<file path="src/rtl/alu_sequencer.sv">
// Issue/writeback sequencer for the shared logic unit: compute ops strobe one cycle after accept and push the next; pass ops finish in E.
// Backpressure: wr_ready stalls W, which holds E and drops req_ready; optional MUL opcode enabled by ALU_SEQ_MUL_EN.
module alu_sequencer #(
    parameter int OPW = 4
) (
    input  logic           clk,
    input  logic           rst,
    input  logic           req_valid,
    output logic           req_ready,
    input  logic [OPW-1:0] req_op,
    input  logic           req_dst,
    input  logic           wr_ready,
    output logic [10:0]    alu_op,
    output logic           passh,
    output logic           passl,
    output logic           pass_high,
    output logic           push,
    output logic           push_high,
    output logic           done,
    output logic           err
);
    localparam logic [OPW-1:0] OP_PASS  = OPW'(0);
    localparam logic [OPW-1:0] OP_PASSW = OPW'(1);
    localparam logic [OPW-1:0] OP_DEC   = OPW'(5);
    localparam logic [OPW-1:0] OP_MUL   = OPW'(6);
    localparam logic [OPW-1:0] OP_LAST  = OPW'(12);

    logic           e_valid;
    logic [OPW-1:0] e_op;
    logic           e_dst;
    logic           w_valid;
    logic           w_dst;
    logic           err_q;

    logic e_pass, stall, dec_hold, comp_go, pass_go, e_adv, accept, req_legal;

    function automatic logic legal_op(input logic [OPW-1:0] op);
`ifdef ALU_SEQ_MUL_EN
        return op <= OP_LAST;
`else
        return (op <= OP_LAST) && (op != OP_MUL);
`endif
    endfunction

    always_comb begin
        e_pass    = (e_op == OP_PASS) || (e_op == OP_PASSW);
        stall     = w_valid && !wr_ready;
        // DEC drives bus4 during execute, so it must not overlap a bus4 push
        dec_hold  = (e_op == OP_DEC) && w_valid && w_dst;
        comp_go   = e_valid && !e_pass && !stall && !dec_hold;
        pass_go   = e_valid && e_pass && !w_valid;
        e_adv     = comp_go || (pass_go && wr_ready);
        req_ready = !e_valid || e_adv;
        accept    = req_valid && req_ready;
        req_legal = legal_op(req_op);
    end

    always_comb begin
        alu_op = '0;
        for (int i = 0; i < 11; i++) begin
            alu_op[i] = comp_go && (e_op == OPW'(i + 2));
        end
`ifndef ALU_SEQ_MUL_EN
        alu_op[4] = 1'b0;
`endif
    end

    assign passh     = pass_go && (e_op == OP_PASS);
    assign passl     = pass_go && (e_op == OP_PASS);
    assign pass_high = pass_go && (e_op == OP_PASSW);
    assign push      = w_valid && !w_dst;
    assign push_high = w_valid && w_dst;
    assign done      = wr_ready && (w_valid || pass_go);
    assign err       = err_q;

    always_ff @(posedge clk) begin
        if (rst) begin
            e_valid <= 1'b0;
            e_op    <= '0;
            e_dst   <= 1'b0;
            w_valid <= 1'b0;
            w_dst   <= 1'b0;
            err_q   <= 1'b0;
        end else begin
            err_q <= accept && !req_legal;

            if (comp_go) begin
                w_valid <= 1'b1;
                w_dst   <= e_dst;
            end else if (wr_ready) begin
                w_valid <= 1'b0;
            end

            // accept implies E is empty or leaving, so an illegal op simply empties E
            if (accept) begin
                e_valid <= req_legal;
                e_op    <= req_op;
                e_dst   <= req_dst;
            end else if (e_adv) begin
                e_valid <= 1'b0;
            end
        end
    end
endmodule

</file>
<file path="config.mk">
export PLATFORM = sky130hd
export DESIGN_NAME = alu_sequencer
export DESIGN_NICKNAME = d
export VERILOG_FILES = /design/src/rtl/alu_sequencer.sv
export SDC_FILE = /design/constraint.sdc
export NUM_CORES = 1
export LEC_CHECK = 0
export ABC_AREA = 0
export BUFFER_PORTS_ARGS = -buffer_cell sky130_fd_sc_hd__buf_2
export CAP_MARGIN = 40
export CORE_MARGIN = 2
export CORE_UTILIZATION = 49
export DETAILED_ROUTE_END_ITERATION = 16
export PLACE_DENSITY = 0.78
export SLEW_MARGIN = 20
export SYNTH_ARGS = -nofsm -noshare
export SYNTH_HDL_FRONTEND = slang
export SYNTH_SLANG_ARGS = --single-unit
</file>
<file path="constraint.sdc">
create_clock -name clk -period 2.2 [get_ports clk]
set_input_delay 0.22 -clock clk [delete_from_list [all_inputs] [get_ports clk]]
set_output_delay 0.22 -clock clk [all_outputs]
set_load 0.02 [all_outputs]
</file>
After elaboration in Yosys (flattened, before gate mapping) --
Cells that the tools add are included.
Word-level totals: bits in writable memories 0, latch bits 0, memories 0, logic and storage cells 65, ROM bits 0, register bits 9, output and inout bits 19
Cells by class: magnitude comparators 1, shift operators 0, reduce and logical (&&, ||, !) cells 42, add/subtract/negate cells 0, muxes and demuxes 4, divide/modulo/power cells 0, bitwise gates (word level) 0, multipliers 0, equality and inequality tests 12
Operators by type and width (count):
- 1-bit logical AND | 27
- 4-bit equality test, second input constant | 5
- 4-bit by 3-bit equality test with 1-bit output, second input constant | 3
- 4-bit by 2-bit equality test with 1-bit output, second input constant | 2
- 1-bit zero test | 8
- 4-bit by 1-bit equality test with 1-bit output, second input constant | 1
- 4-bit <= comparator, second input constant | 1
- 4-bit zero test | 1
- 1-bit logical OR | 4
- 1-bit 2-to-1 mux | 4
- 4-bit by 3-bit inequality test with 1-bit output, second input constant | 1
- 2-bit nonzero test | 2

Longest topological paths before layout --
Gate-level depths: netlist (run 1).
depth in word-level cells 10, gate-level depth with buffers 5, mapped depth without buffers 4

Least setup slack after synthesis (run 1) --
OpenSTA, ideal clock, no wires.
path type reg2out, start register e_op[3], end output passl, arrival 1.626 ns, stages on the path, launching flop included 6, setup slack 0.354 ns, cell sequence dfxtp_1 > clkbuf_1 > nor3_1 > nand2_1 > nor3_1 > buf_4
On the way: cells in the longest elaborated chain, start to end 5, elaborated cells between the ends (all ways) 6, those cells by class eq/ne (1); reduce/logical (5)
RTL lines:
- from (decl) | line 29 | logic [OPW-1:0] e_op;
- from (signal assigned) | line 97 | e_op <= req_op;
- 4-bit by 1-bit equality test with 1-bit output or 4-bit zero test (tied branches)
- 1-bit logical OR | line 46 | e_pass = (e_op == OP_PASS) || (e_op == OP_PASSW);
- 1-bit logical AND (2 in series) | line 51 | pass_go = e_valid && e_pass && !w_valid;
- 1-bit logical AND *
- to (decl) | line 15 | output logic passl,
Every way passes the cells marked *; elsewhere a longest branch is shown, timed or not.

Final worst setup path (run 1) --
start register e_op[3], end output passh
On the way: cells in the longest elaborated chain, start to end 5, elaborated cells between the ends (all ways) 6, those cells by class eq/ne (1); reduce/logical (5)
RTL lines:
- 4-bit by 1-bit equality test with 1-bit output or 4-bit zero test (tied branches) | line 46, 68
- 1-bit logical OR | line 46
- 1-bit logical AND (2 in series) | line 51
- 1-bit logical AND * | line 68 | assign passh = pass_go && (e_op == OP_PASS);
- to (decl) | line 14 | output logic passh,
Marks and branches as above.

==> results.md, run 1 <==
| Parameter | Reported |
| --- | --- |
| Worst-case hold slack | 228 ps |
| Classification of the worst-slack hold path | in -> reg |
| Routed WL per cell | 10.9 um |
| Total Neg Setup Slack | 0 ps |
| Number of buffers added by the clock tree synthesis step | 3 |
| Total Power | 0.442 mW |
| Total number of clock tree sinks | 9 |
| Clock Path Buffers | 2 |
| Data required time at the worst endpoint | 1980 ps |
| Number of antenna violations at the first check in global routing | 0 |
| Area fraction of the dominant cell type after synthesis | 27.3% |
| Root Buffer Master | clkbuf_4 |
| PostCTS Resize Cnt | 0 |
| Final Hold Vio Count | 0 |
| Number of distinct library cell variants in the gate-level netlist after synthesis | 32 |
| Number of synthesized register bits | 9 |
| Std-Cell Core Area | 1280 sq um |
| Commonest non-fill, non-tap cells in the layout | 26 x buf_2, 13 x nand2b_1, 9 x dfxtp_1 |
| Peak VDD IR | 0.250 mV |
| Result of the run | finished clean |
| Static leakage | 0.356 nW |
| Pwr/cell area | 558 nW/um^2 |
| Critical path arrival | 1550 ps |
| Proportion of synthesized chip area in sequential cells | 27.3% |
| Net total in the final layout | 111 |
| Yosys warns | 0 |
| Detailed Route WL | 1270 um |
| Routability congestion estimate | 0.723 |
| Full die area | 1660 sq um |
| Synthesized area | 661 sq um |
| Residual antenna-violating net count after detailed routing | 0 |
| Area occupied by multi-input gates | 430 sq um |
| Largest cells by area after synthesis | dfxtp_1 27%, nand2b_1 12%, mux2i_1 7.6% |
| Syn_nets | 87 |
| Share of post-route cells with drive strength above 1 | 42.6% |
| 1st-iter DRT viols | 4 |
| Largest fanout on the critical path | 9 |
| Pin count of the biggest net entering global routing | 15 |
| Number of post-CTS setup repair buffers | 0 |
| Number of global-route vias before repair | 438 |
| ANT cells | 0 |
| Post-CTS Hold Fix Bufs | 0 |
| CTS tree | built |
| Hpwl dp | 1000 um |
| Clk Latency, worst-skew pair | 250 ps |
| # rows | 13 |
| Post-synthesis to final-layout area growth | 20.1% |
| Number of slew-limit violations in the final report | 0 |
| Startpoint types | register |
| Number of optimization iterations in the first detailed-route pass | 3 |
| Clock slew seen by the registers of the worst setup and hold paths | 60 ps |
| Fmax | 0.565 GHz |
| Floorplan die width | 40.7 um |
| Number of design rule violations left after detail routing | 0 |
| Syn_area_per_cell | 8.47 sq um |
| Cell count after synthesis | 78 |
| RSZ-0062 raised after global routing | false |
| Max-capacitance violation count | 0 |
| I/O pin count | 28 |
| Aggregate global routing overflow | 0 |
| Die span in y | 40.7 um |
| Initial Util | 51.4% |
| Via/cell ratio | 5.20 |
| FILL cells | 135 |
| Time the worst path needs with I/O delays and setup | 1770 ps |
| Sequential Area | 180 sq um |
| Via Count | 603 |
| CP Class | reg -> out |
| Global-route wire length before repair | 1810 um |
| Number of buffers inserted by port buffering | 26 |
| Depth of the CTS H-tree | 1 |
| All-layer global routing usage | 16.7% |
| Most frequent standard cell in the layout excluding fill and tap cells | buf_2 |
| Clk_skew | 0.679 ps |
| Final number of setup-violating endpoints | 0 |
| Cell type with the highest aggregate area in the netlist | dfxtp_1 |
| Final critical-path share of the clock period | 80.4% |
| Type of element capturing the critical path | output port |
-- cell usage after synthesis --
cell type / number
buf_4: 2
nor2b_1: 2
nand3_2: 1
clkbuf_2: 1
nor4_1: 2
a21boi_2: 1
o211ai_4: 1
o21ba_2: 1
nor2_2: 1
nand4_2: 1
inv_1: 2
o21ai_2: 1
a211oi_2: 1
nor2_1: 4
and2_1: 1
nand2b_1: 13
nand2_1: 6
conb_1: 1
a21oi_2: 1
o211ai_2: 1
buf_6: 1
nor3b_1: 1
nor3_1: 7
nor3_2: 1
nand2b_2: 1
a21oi_1: 2
dfxtp_1: 9
mux2i_1: 5
mux2_2: 1
nor3b_2: 1
nand4b_1: 2
clkbuf_1: 3
-- report_power, final --
group	switching [mW]	leakage (nW)	internal [mW]	total [mW]
combinational	0.0624	0.267	0.0529	0.115
clock	0.0548	0.0150	0.0697	0.124
sequential	0.0259	0.0741	0.177	0.203
-- cell type report --
cell class | instances | area share (%)
inverters | 2 | 0.946
repair buffers | 26 | 16.4
flip-flops and latches | 9 | 22.7
multi-input cells | 60 | 54.3
well taps | 15 | 2.37
clock buffers | 4 | 3.31
-- registers in the layout, indices dropped and copies added (netlist names) --
register and flops:
err 1, w_dst 1, w_valid 1, e_valid 1
e_dst 1, e_op 4
-- worst max-delay path, stage by stage (launching register included) --
cell     delay, ps
dfxtp_1        400
nor3_1         360
nand2_1        120
nor3_1         200
buf_2          210
-- layer usage --
metal | global-route usage, % | up-vias | routed length (um)
met1 | 20.9 | 270 | 610
li1 | - | 309 | -
met3 | 2.17 | 0 | 99
met4 | 10.0 | 0 | 0
met5 | 0 | - | 0
met2 | 27.0 | 24 | 557
-- kinds of logic after synthesis --
family	after synthesis	synth area share, %
flip-flops	9	27.3
AND/OR/NAND/NOR	44	40.9
other	1	0.568
AO/OA/AOI/OAI	9	14.4
buffers and inverters	9	7.57
multiplexers	6	9.28
-- final timing paths --
kind                                              to  slack, ps                  from  cells past startpoint
worst max register to register        err$_SDFF_PP0_        890  e_op[2]$_SDFFE_PP0P_                      4
worst min register to register    e_dst$_SDFFE_PP0P_        480    e_dst$_SDFFE_PP0P_                      2
worst max-delay path                           passh        430  e_op[3]$_SDFFE_PP0P_                      4
worst min-delay path            e_op[3]$_SDFFE_PP0P_        230             req_op[3]                      3
-- per-stage QoR --
stage / instance area, sq um / util, % / setup WS [ps] / instances
floorplan: 661 / - / 354 / 78
global placement: 767 / 59.7 / 752 / 112
detailed placement: 767 / 59.7 / 693 / 112
CTS: 793 / 61.7 / 406 / 116
global route: 793 / 61.7 / 247 / 116
finish: 793 / 61.7 / 432 / 116
No activity file was read; power rests on OpenSTA's default activity.
==> run 2: changes to the inputs <==
- ABC_AREA: 0 -> 1
- CORE_UTILIZATION: 49 -> 44
- PLACE_DENSITY: 0.78 -> 0.72
- clock period: 2.2 -> 1.65 ns (I/O delays scaled with it)
==> run 2 against run 1 <==
Compared with the run above: global-route usage is 0.73 points higher; largest cell class unchanged; critical endpoint is now alu_op[8]; area after synthesis is 10% lower; clock power is 35% higher; core utilization is 8.6 points higher; highest routed layer is now met4; die area hardly changed; sequential cell count stayed put.
==> results.md, run 2 <==
| Parameter | Reported |
| --- | --- |
| 1st-iter DRT viols | 9 |
| Via/cell ratio | 4.70 |
| Commonest non-fill, non-tap cells in the layout | 19 x buf_2, 16 x nor2_1, 16 x buf_4 |
| Pwr/cell area | 708 nW/um^2 |
| Clock slew seen by the registers of the worst setup and hold paths | 60 ps |
| Peak VDD IR | 0.559 mV |
| Post-synthesis to final-layout area growth | 52.3% |
| Number of flops mapped to enable cells by yosys | 0 |
| Xor and xnor area share after synthesis | 0% |
| Classification of the worst-slack hold path | in -> reg |
| Max-capacitance violation count | 0 |
| RSZ-0062 raised after global routing | true |
| Post-synthesis compound-gate area fraction | 9.28% |
| FILL cells | 117 |
| Full die area | 1660 sq um |
| Clk_skew | 1.69 ps |
| Number of flip-flops in the largest register | 4 |
| # rows | 13 |
| Final critical-path share of the clock period | 99.6% |
| Number of design rule violations left after detail routing | 0 |
| Share of synthesized registers carrying an async set or reset | 0% |
| Yosys warns | 0 |
| Simple-gate share of the synthesized area | 45.6% |
| Routed WL per cell | 9.95 um |
| Design Area, Final | 903 sq um |
| Commonest cells in the netlist | 20 x nor2_1, 15 x nand2_1, 12 x inv_1 |
| Aggregate global routing overflow | 0 |
| Number of buffers added by the clock tree synthesis step | 3 |
| Largest cells by area after synthesis | dfxtp_1 30%, nor2_1 13%, nand2_1 9.5% |
| Area fraction of the dominant cell type after synthesis | 30.4% |
| Root Buffer Master | clkbuf_4 |
| Area after detailed placement | 711 sq um |
| Routability congestion estimate | 0.711 |
| Via Count | 681 |
| Startpoint types | register |
| Primary flip-flop cell chosen by synthesis mapping | dfxtp_1 |
| Worst-case hold slack | 102 ps |
| Largest fanout on the critical path | 5 |
| Final worst-path setup slack | 6.73 ps |
| Final number of setup-violating endpoints | 0 |
| Number of slew-limit violations in the final report | 0 |
| Hpwl dp | 1030 um |
| Syn_area_per_cell | 6.31 sq um |
| Pre-CTS WS | 180 ps |
| Global-route wire length before repair | 1940 um |
| Result of the run | finished clean |
| Syn_nets | 103 |
| Type of element capturing the critical path | output port |
| Adder-cell area share of the yosys netlist | 0% |
| Final Hold Vio Count | 0 |
| ANT cells | 0 |
| Cell type with the highest aggregate area in the netlist | dfxtp_1 |
| Detailed Route WL | 1440 um |
| Static leakage | 0.465 nW |
| Proportion of synthesized chip area in sequential cells | 30.4% |
| Number of distinct library cell variants in the gate-level netlist after synthesis | 19 |
| Fmax | 0.609 GHz |
| Number of global-route vias before repair | 498 |
| Number of antenna violations at the first check in global routing | 0 |
| Floorplan die width | 40.7 um |
| Synthesized area | 593 sq um |
| CTS tree | built |
| Most frequent standard cell in the layout excluding fill and tap cells | buf_2 |
| Time the worst path needs with I/O delays and setup | 1640 ps |
| Data required time at the worst endpoint | 1480 ps |
| R2r setup slk | 270 ps |
| CP Class | reg -> out |
| Total number of clock tree sinks | 9 |
| Sequential Area | 193 sq um |
| Cell count after synthesis | 94 |
| Combinational family with the most area after synthesis | simple AND/OR/NAND/NOR gates |
| Std-Cell Core Area | 1280 sq um |
| I/O pin count | 28 |
| Residual antenna-violating net count after detailed routing | 0 |
| Most frequent cell after synthesis | nor2_1 |
| Number of buffers inserted by port buffering | 26 |
| Die span in y | 40.7 um |
| Initial Util | 46.2% |
| Area occupied by multi-input gates | 377 sq um |
| Critical path arrival | 1480 ps |
| Pin count of the biggest net entering global routing | 14 |
| Mux share of post-synthesis cell area | 0% |
| Post-CTS Hold Fix Bufs | 0 |
| Depth of the CTS H-tree | 1 |
| Clk Latency, worst-skew pair | 250 ps |
| Number of optimization iterations in the first detailed-route pass | 4 |
| Register bank with the most flops | e_op |
| Net total in the final layout | 140 |
| All-layer global routing usage | 17.4% |
| Number of synthesized register bits | 9 |
| Share of post-route cells with drive strength above 1 | 49.2% |
| Clock Path Buffers | 2 |
## run 2: cell count changes after synthesis, moves of 3 or more
| cell | before | now |
|---|---|---|
| nor2_1 | 4 | 20 |
| nand2b_1 | 13 | 0 |
| inv_1 | 2 | 12 |
| nand2_1 | 6 | 15 |
| a21oi_1 | 2 | 9 |
| nand3_1 | 0 | 7 |
| mux2i_1 | 5 | 0 |
| clkbuf_1 | 3 | 0 |
## run 2: what timing repair did
action,in CTS,in global routing
buffers inserted,0,10
gates resized for setup,6,27
pin swaps,0,6
endpoints found under the setup margin,9,9
## run 2: cells by family (layout without fill, tap and decap cells)
group / Yosys count / count (layout)
AOI/OAI and AO/OA: 11 / 11
buffers and inverters: 18 / 54
other: 1 / 1
DFF: 9 / 9
and+or+nand+nor: 55 / 55
## run 2: per-layer routing
layer  vias to the layer above  track usage [%]  wire length (um)
li1                        365                -                 -
met1                       291             20.7               577
met2                        23             31.3               767
met3                         2             3.26                85
met4                         0             5.00                12
met5                         -                0                 0
## run 2: final timing paths
kind / start / endpoint / cells after the start
max: e_op[3]$_SDFFE_PP0P_ / alu_op[8] / 9
min: rst / w_valid$_SDFFE_PP0P_ / 2
max reg2reg: e_op[3]$_SDFFE_PP0P_ / e_op[3]$_SDFFE_PP0P_ / 9
min reg2reg: e_dst$_SDFFE_PP0P_ / w_dst$_SDFFE_PP0P_ / 2
## run 2: final cells by class
| cell class | count | area share [%] |
|---|---|---|
| clock buffer | 4 | 2.91 |
| inverter | 14 | 6.93 |
| multi-input combinational | 67 | 41.7 |
| sequential | 9 | 21.3 |
| tap | 15 | 2.08 |
| timing repair buffer | 36 | 25.1 |
## run 2: through the flow
stage | setup TNS, ps | utilization, % | instances | power [mW]
floorplan | 0 | - | 94 | 0.380
global placement | 0 | 55.3 | 131 | 0.409
detailed placement | 0 | 55.3 | 131 | 0.411
CTS | 0 | 57.9 | 135 | 0.578
global route | -271 | 70.3 | 145 | 0.677
finish | 0 | 70.3 | 145 | 0.639
## run 2: worst max-delay path, stage by stage, from the launching register on
cell and delay [ps]:
dfxtp_4 380, inv_6 50, nand2_4 80, nor2_4 40, nor2_4 120, nand2_4 90, inv_4 80, nand3_1 110
nor2_1 130, buf_4 150
## run 2: report_power, final
part           internal, mW  switching [mW]  total (mW)  leakage [nW]
sequential            0.236          0.0253       0.262        0.0764
combinational        0.0892           0.120       0.209         0.374
clock                0.0931          0.0754       0.168        0.0150
